[src/rtl/beamformer_core.sv]
// beamformer_core: I2S receiver for NUM_MICS stereo mic pairs, per-stream
// programmable delay lines, delay-and-sum combiner and I2S left-slot serializer.
// Optional build macro BF_SATURATE_EN: clamp the raw sum to the sample range
// instead of returning the truncated average.
module beamformer_core #(
    parameter int NUM_MICS    = 4,
    parameter int SAMPLE_BITS = 16,
    parameter int SLOT_BITS   = 32,
    parameter int DEPTH       = 16,
    localparam int S          = 2 * NUM_MICS,
    localparam int DW         = $clog2(DEPTH),
    // One spare code above S-1 so out-of-range selects are representable and ignored
    localparam int SELW       = $clog2(S + 1)
) (
    input  logic                   clk,
    input  logic                   rst_n,
    input  logic [NUM_MICS-1:0]    sd_in,
    output logic                   ws_out,
    input  logic                   cfg_we,
    input  logic [SELW-1:0]        cfg_sel,
    input  logic [DW-1:0]          cfg_data,
    output logic [SAMPLE_BITS-1:0] sum_out,
    output logic                   sum_valid,
    output logic                   sd_out
);

    localparam int FRAME_LEN = 2 * SLOT_BITS;
    localparam int CW        = $clog2(FRAME_LEN);
    localparam int LOGS      = $clog2(S);
    localparam int AW        = SAMPLE_BITS + LOGS + 1;

    localparam logic [CW-1:0] CNT_LAST = CW'(FRAME_LEN - 1);
    localparam logic [CW-1:0] CNT_SLOT = CW'(SLOT_BITS);
    localparam logic [CW-1:0] CNT_SUM  = CW'(S);
    localparam logic [CW-1:0] CNT_L_LO = CW'(1);
    localparam logic [CW-1:0] CNT_L_HI = CW'(SAMPLE_BITS);
    localparam logic [CW-1:0] CNT_R_LO = CW'(SLOT_BITS + 1);
    localparam logic [CW-1:0] CNT_R_HI = CW'(SLOT_BITS + SAMPLE_BITS);
    localparam logic [DW-1:0] ONE_DW   = DW'(1);

    logic [CW-1:0]          cnt_reg;
    logic [DW-1:0]          wr_ptr_reg;
    logic                   primed_reg;
    logic signed [AW-1:0]   acc_reg;
    logic [SAMPLE_BITS-1:0] sum_reg;
    logic                   valid_reg;
    logic [SAMPLE_BITS-1:0] shift_reg;

    logic [SAMPLE_BITS-1:0] cap_w [S];
    logic [SAMPLE_BITS-1:0] rd_w  [S];

    // Frame phase decode
    logic frame_end_w, left_win_w, right_win_w, acc_win_w;
    assign frame_end_w = (cnt_reg == CNT_LAST);
    assign left_win_w  = (cnt_reg >= CNT_L_LO) && (cnt_reg <= CNT_L_HI);
    assign right_win_w = (cnt_reg >= CNT_R_LO) && (cnt_reg <= CNT_R_HI);
    assign acc_win_w   = (cnt_reg < CNT_SUM);
    assign ws_out      = (cnt_reg >= CNT_SLOT);

    // Frame counter and delay-line write pointer
    always_ff @(posedge clk) begin
        if (!rst_n) begin
            cnt_reg    <= '0;
            wr_ptr_reg <= '0;
            primed_reg <= 1'b0;
        end else if (frame_end_w) begin
            cnt_reg    <= '0;
            wr_ptr_reg <= wr_ptr_reg + ONE_DW;
            // From now on the buffers hold at least one complete frame
            primed_reg <= 1'b1;
        end else begin
            cnt_reg    <= cnt_reg + 1'b1;
        end
    end

    genvar gi;

    // Per-pair serial capture: even stream = left slot, odd stream = right slot
    generate
        for (gi = 0; gi < NUM_MICS; gi++) begin : g_pair
            logic [SAMPLE_BITS-1:0] left_reg;
            logic [SAMPLE_BITS-1:0] right_reg;

            // Shift the pair's data bit in MSB-first during its slot window
            always_ff @(posedge clk) begin
                if (!rst_n) begin
                    left_reg  <= '0;
                    right_reg <= '0;
                end else begin
                    if (left_win_w)
                        left_reg <= {left_reg[SAMPLE_BITS-2:0], sd_in[gi]};
                    if (right_win_w)
                        right_reg <= {right_reg[SAMPLE_BITS-2:0], sd_in[gi]};
                end
            end

            assign cap_w[2*gi]   = left_reg;
            assign cap_w[2*gi+1] = right_reg;
        end
    endgenerate

    // Per-stream delay registers and circular sample buffer
    generate
        for (gi = 0; gi < S; gi++) begin : g_stream
            logic [DW-1:0]          shadow_reg;
            logic [DW-1:0]          active_reg;
            logic [SAMPLE_BITS-1:0] line_mem [DEPTH];
            logic [DW-1:0]          rd_idx_w;

            // Shadow takes host writes; active is only refreshed at the frame boundary,
            // and the nonblocking copy naturally picks up the pre-write shadow value
            always_ff @(posedge clk) begin
                if (!rst_n) begin
                    shadow_reg <= '0;
                    active_reg <= '0;
                end else begin
                    if (frame_end_w)
                        active_reg <= shadow_reg;
                    if (cfg_we && (cfg_sel == SELW'(gi)))
                        shadow_reg <= cfg_data;
                end
            end

            // Buffer is cleared on reset so unwritten entries read back as zero
            always_ff @(posedge clk) begin
                if (!rst_n) begin
                    for (int i = 0; i < DEPTH; i++)
                        line_mem[i] <= '0;
                end else if (frame_end_w) begin
                    line_mem[wr_ptr_reg] <= cap_w[gi];
                end
            end

            // Newest entry sits at wr_ptr-1; DW-bit arithmetic wraps modulo DEPTH
            assign rd_idx_w   = wr_ptr_reg - ONE_DW - active_reg;
            assign rd_w[gi]   = line_mem[rd_idx_w];
        end
    endgenerate

    // Select the stream being accumulated this cycle and sign-extend it
    logic [LOGS-1:0]        stream_idx_w;
    logic [SAMPLE_BITS-1:0] rd_sample_w;
    logic signed [AW-1:0]   term_w;
    assign stream_idx_w = cnt_reg[LOGS-1:0];
    assign rd_sample_w  = rd_w[stream_idx_w];
    assign term_w       = {{(AW-SAMPLE_BITS){rd_sample_w[SAMPLE_BITS-1]}}, rd_sample_w};

    // Sequential accumulation, one stream per cycle, restarting at cnt 0
    always_ff @(posedge clk) begin
        if (!rst_n)
            acc_reg <= '0;
        else if (acc_win_w)
            acc_reg <= ((cnt_reg == '0) ? '0 : acc_reg) + term_w;
    end

    // Output scaling of the full-width sum
    logic [SAMPLE_BITS-1:0] scaled_w;
`ifdef BF_SATURATE_EN
    localparam logic signed [AW-1:0] SAT_MAX =
        {{(AW-SAMPLE_BITS+1){1'b0}}, {(SAMPLE_BITS-1){1'b1}}};
    localparam logic signed [AW-1:0] SAT_MIN =
        {{(AW-SAMPLE_BITS+1){1'b1}}, {(SAMPLE_BITS-1){1'b0}}};
    always_comb begin
        scaled_w = acc_reg[SAMPLE_BITS-1:0];
        if (acc_reg > SAT_MAX)
            scaled_w = SAT_MAX[SAMPLE_BITS-1:0];
        else if (acc_reg < SAT_MIN)
            scaled_w = SAT_MIN[SAMPLE_BITS-1:0];
    end
`else
    // Truncated average: divide by the stream count via arithmetic shift
    assign scaled_w = SAMPLE_BITS'(acc_reg >>> LOGS);
`endif

    // Publish the result once per frame, only after a full frame has been buffered
    always_ff @(posedge clk) begin
        if (!rst_n) begin
            sum_reg   <= '0;
            valid_reg <= 1'b0;
        end else begin
            valid_reg <= 1'b0;
            if ((cnt_reg == CNT_SUM) && primed_reg) begin
                sum_reg   <= scaled_w;
                valid_reg <= 1'b1;
            end
        end
    end

    assign sum_out   = sum_reg;
    assign sum_valid = valid_reg;

    // Serializer: load at frame start, shift out MSB-first in the left slot
    always_ff @(posedge clk) begin
        if (!rst_n)
            shift_reg <= '0;
        else if (cnt_reg == '0)
            shift_reg <= sum_reg;
        else if (left_win_w)
            shift_reg <= {shift_reg[SAMPLE_BITS-2:0], 1'b0};
    end

    assign sd_out = left_win_w ? shift_reg[SAMPLE_BITS-1] : 1'b0;

endmodule

[config.mk]
export PLATFORM = sky130hd
export DESIGN_NAME = beamformer_core
export DESIGN_NICKNAME = d
export VERILOG_FILES = /design/src/rtl/beamformer_core.sv
export SDC_FILE = /design/constraint.sdc
export NUM_CORES = 2
export LEC_CHECK = 0
export ABC_CLOCK_PERIOD_IN_PS = 16600
export CAP_MARGIN = 20
export CORE_ASPECT_RATIO = 1.25
export CORE_UTILIZATION = 35
export CTS_BUF_LIST = sky130_fd_sc_hd__clkbuf_4 sky130_fd_sc_hd__clkbuf_8 sky130_fd_sc_hd__clkbuf_16
export CTS_CLUSTER_DIAMETER = 150
export DETAILED_ROUTE_END_ITERATION = 7
export HOLD_SLACK_MARGIN = 0.12
export PLACE_DENSITY_LB_ADDON = 0.12
export RECOVER_POWER = 25
export SLEW_MARGIN = 20
export SYNTH_ARGS = -nofsm -noshare
export SYNTH_HDL_FRONTEND = slang
export SYNTH_SLANG_ARGS = --single-unit
[constraint.sdc]
create_clock -name clk -period 16.6 [get_ports clk]
set_input_delay 3.32 -clock clk [delete_from_list [all_inputs] [get_ports clk]]
set_output_delay 3.32 -clock clk [all_outputs]
set_load 0.01 [all_outputs]
# After elaboration in Yosys (flattened, before gate mapping)

Memory sizes are Yosys's and may differ from the RTL's.
Cells that the tools add are included.

Add/subtract/negate cells: 12
Reduce and logical (&&, ||, !) cells: 23
Eq/ne operators: 9
Multiplexer cells: 36
Magnitude comparators: 7
Bitwise gates (word level): 2

Operator list:

| operator                                                        | count |
|---|---|
| two-way mux 16 bit                                              | 12 |
| OR reduction 16 bit                                             | 8 |
| binary-select mux 16 bit (select 3 bit)                         | 1 |
| two-way mux 4 bit                                               | 8 |
| subtractor 4 bit                                                | 8 |
| adder 20 bit                                                    | 1 |
| two-way mux 20 bit                                              | 1 |
| equality test 4 x 3 -> 1 bit (second input constant)            | 4 |
| two-way mux 1 bit                                               | 14 |
| >= comparator 6 bit (second input constant)                     | 2 |
| logical AND 1 bit                                               | 11 |
| equality test 4 x 2 -> 1 bit (second input constant)            | 2 |
| adder 6 x 1 -> 6 bit (second input constant)                    | 1 |
| equality test 6 x 4 -> 1 bit (second input constant)            | 1 |
| equality test 6 bit (second input constant)                     | 1 |
| >= comparator 6 x 1 -> 1 bit (second input constant)            | 1 |
| less-or-equal comparator 6 x 5 -> 1 bit (second input constant) | 1 |
| less-or-equal comparator 6 bit (second input constant)          | 1 |
| logical NOT 6 bit                                               | 1 |
| < comparator 6 x 4 -> 1 bit (second input constant)             | 1 |
| adder 4 x 1 -> 4 bit (second input constant)                    | 1 |
| equality test 4 x 1 -> 1 bit (second input constant)            | 1 |
| >= comparator 4 bit (second input constant)                     | 1 |
| logical NOT 4 bit                                               | 1 |
| 5 further kinds                                                 | 5 |

RAM bits: 2048
Bits of input ports: 15
Flip-flop bits (word level): 256
Memories: 8

Memory list:

| name                 | words | bits a word | rd ports | clocked after Yosys merged registers in | write ports | RTL line | RTL |
|---|---|---|---|---|---|---|---|
| g_stream[0].line_mem | 16    | 16          | 1        | 0                                       | 16          | 107      | `logic [SAMPLE_BITS-1:0] line_mem [DEPTH];` |
| g_stream[1].line_mem | 16    | 16          | 1        | 0                                       | 16          | 107      |  |
| g_stream[2].line_mem | 16    | 16          | 1        | 0                                       | 16          | 107      |  |
| g_stream[3].line_mem | 16    | 16          | 1        | 0                                       | 16          | 107      |  |
| g_stream[4].line_mem | 16    | 16          | 1        | 0                                       | 16          | 107      |  |
| g_stream[5].line_mem | 16    | 16          | 1        | 0                                       | 16          | 107      |  |
| 2 more memories      | --    | --          | --       | --                                      | --          | --       |  |

# Longest topological paths before layout

An unclocked memory read counts as a cell.

Depth after elaboration: 7
Gate-level depth with buffers: 25

# Least setup slack after synthesis

No wires, ideal clock.

Kind: input-to-reg
From: input rst_n
To: memory g_stream[0].line_mem[13][0], enable pin
Arrival time: 12.799 ns
Cell stages on the path: 3
Path slack: 3.009 ns
Cells stage by stage: clkbuf_1 > nand3_1 > o21ai_0

RTL lines:

| item            | RTL line | RTL |
|---|---|---|
| start, declared | 16       | `input logic rst_n,` |
| end, declared   | 107      |  |

==> flow_summary.toml <==
[timing]
slew_violations = 1214
relSlewSlack_pct = -490
period_needed_ns = 11.98
rsz0062_at_grt = "no"
tightest_slew_ns = 8.85
max_clock_freq_mhz = 83.4
timing.hold.ws_ns = 0.452
hold_violations = 0
clock_skew_ns = 0.0563
period_share_pct = 72.2
setup_tns_ns = 0
setup_viol_count_final = 0

[synthesis]
synth_seq_cells = 2303
synth_cell_types = 62
yosys_warnings = 0
netlist_area_um2 = 103000
synth_edf_count = 2048
syn_nets = 6882
ys_seq_area_share_pct = 64.6
synthCells = 6808
asyncSetResetFlopFracSynth_pct = 0
synth_area_per_cell_um2 = 15.1
ys.flop_type = "edfxtp_1"

[power_and_ir_drop]
comb_power_share_pct = 4.7
swShare_pct = 22.5
pwr_density_cell_nw_per_um2 = 111
power.switching_w = 0.00288
peakVddDrop_mv = 0.0860
p_int_w = 0.00992
p_clk_share_pct = 43.8
p_leak_nw = 39.6
seqPwrFrac_pct = 51.5

[global_route]
grt_start_max_net_pins = 130
grt-ovfl-total = 0
grt_pass1_wl_um = 477000
grt_use_total_pct = 22.8
grt_pass1_vias = 58900
antenna_found_initial = 25

[worst_setup_path]
critical_path_class = "in2reg"
crit_fanout = 77
cp_data_required_time_ns = 16.84
worst_ep_arrival_time_ns = 12.23
startpoint_type = "primary input"
cp-end-kind = "flop"

[drt]
wl_um = 340000
drc = 0
drt_pass1_iterations = 5
drtIter0Drc = 6152
vias_per_cell = 5.34
wl_per_cell_um = 31.6
vias = 57500
drtAntennaViolNets = 0

[worst_hold_path]
hold_path.class = "reg2reg"

[clocking]
ctsHtreeMaxLevel = 4
clkTransAtPathRegs_ns = 0.06
ctsLongestPathBuffers = 4
cts_tree = "yes"
cts-root-buf = "clkbuf_16"
clock-sinks = 2303
ctsResizeCount = 0
ctsHoldBuffers = 0
clk_latency_ns = 0.94
cts-buffers-inserted = 243
post_cts_buffers = 0

[layout]
drive_gt1_share_pct = 17.9
layout.nets = 6707
final_common_cell = "edfxtp_1"
register_area_um2 = 66600
fill_cells = 26900
largest_register_ffs = 2048
syn_to_final_growth_pct = 12.1
multi_input_comb_area_um2 = 34400
layout_common_cells = "edfxtp_1 (2,048), and2_1 (1,856), mux4_2 (618), nand2_1 (418), dfxtp_1 (254)"

[outcome]
status = "finished, violations left"
violations = "max-capacitance violations, max-slew violations"

[floorplanning]
rows = 222
io_pins = 34
die_h_um = 609
die-area_um2 = 297000
die_x_um = 487
core_um2 = 293000
start_util_pct = 35.2

[place]
gp_congestion = 0.809
portBuffers = 33
hpwl_um = 176000

[flow_run]
max-cap-violations = 35
worst max-delay path, stage by stage:
cell and delay, ns:
buf_2 0.07, clkbuf_1 1.37, nand3_1 0.65, o21ai_0 0.43
clkbuf_1 6.09
metrics by stage:
step                      cells  total power (W)  area, µm²  utilization, %  setup WS [ns]
after floorplan            6808          0.00706     103000               -           3.01
after global placement    10300          0.00731     108000            36.8           8.72
after detailed placement  10300          0.00732     108000            36.8           8.67
after CTS                 10800           0.0129     116000            39.6           8.85
after global routing      10800           0.0131     116000            39.5           4.31
final                     10800           0.0128     116000            39.5           4.62
routing by layer:
metal	up-vias	GRT usage [%]	routed length (µm)
met3	396	2.57	17000
li1	24500	-	-
met2	1691	39.0	170000
met4	4	5.77	8630
met1	30900	30.8	145000
met5	-	0	31
power by group through the flow:
stage          clock (W)  sequential (W)  combinational (W)
6_report         0.00560         0.00659           0.000600
5_1_grt          0.00589         0.00661           0.000631
4_1_cts          0.00570         0.00658           0.000614
3_5_place_dp           0         0.00671           0.000612
3_3_place_gp           0         0.00670           0.000610
2_1_floorplan          0         0.00672           0.000340
final timing paths:
path	slack, ns	depth (start not counted)	endpoint	startpoint
setup / recovery	4.62	5	g_stream[2].line_mem[14][3]	rst_n
hold / removal	0.45	2	g_stream[6].active_reg[1]	g_stream[6].shadow_reg[1]
setup reg to reg	6.84	8	g_stream[2].line_mem[14][3]	cnt_reg[1]
hold reg to reg	0.45	2	g_stream[6].active_reg[1]	g_stream[6].shadow_reg[1]
cell usage after synthesis, types with 3 or more instances:
cell	n	area share (%)
nor3b_1	4	0.029
clkbuf_1	526	1.9
nand2b_1	10	0.061
a211o_1	7	0.059
nor2b_1	3	0.018
nor2_1	117	0.43
nand4_1	5	0.030
inv_1	34	0.12
a21oi_1	213	1.0
mux2i_1	83	0.81
mux2_2	16	0.17
xnor3_2	6	0.14
dfxtp_1	255	5.0
o21ai_0	29	0.14
and2_1	2078	13
ha_1	50	0.61
nand3b_1	7	0.051
a211oi_1	24	0.17
a22oi_1	3	0.022
and3_1	6	0.036
edfxtp_1	2048	60
nor4_1	3	0.018
mux4_2	618	14
o22ai_1	6	0.036
xnor2_1	17	0.14
o211ai_1	13	0.095
buf_6	3	0.033
a311oi_1	15	0.13
a21o_1	7	0.051
nand3_1	16	0.078
mux4_1	11	0.28
buf_1	52	0.19
nor3_1	20	0.097
buf_2	12	0.058
nand2_1	419	1.5
fa_1	9	0.17
o21ai_1	15	0.073
a31oi_1	5	0.030
or3_1	8	0.049
xor2_1	9	0.076
cell type report:
type                            count  area share [%]
Clock inverter                    111           0.852
Sequential cell                  2303            57.6
Inverter                           37           0.121
Multi-Input combinational cell   3875            29.8
Clock buffer                      338            6.12
Antenna cell                       11          0.0238
Tap cell                         3920            4.24
Timing Repair Buffer              173            1.24
cell families (layout without fill, tap and decap cells):
kind of cell | Yosys count | count (layout) | share of synthesized area (%)
fa+ha+maj | 59 | 59 | 0.782
compound gates | 348 | 348 | 1.94
simple gates | 2705 | 2705 | 15.1
buf+inv | 630 | 659 | 2.33
mux | 728 | 728 | 14.8
xor+xnor | 35 | 35 | 0.430
flops | 2303 | 2303 | 64.6
other cells | 0 | 11 | 0
(Power assumes the default switching activity.)
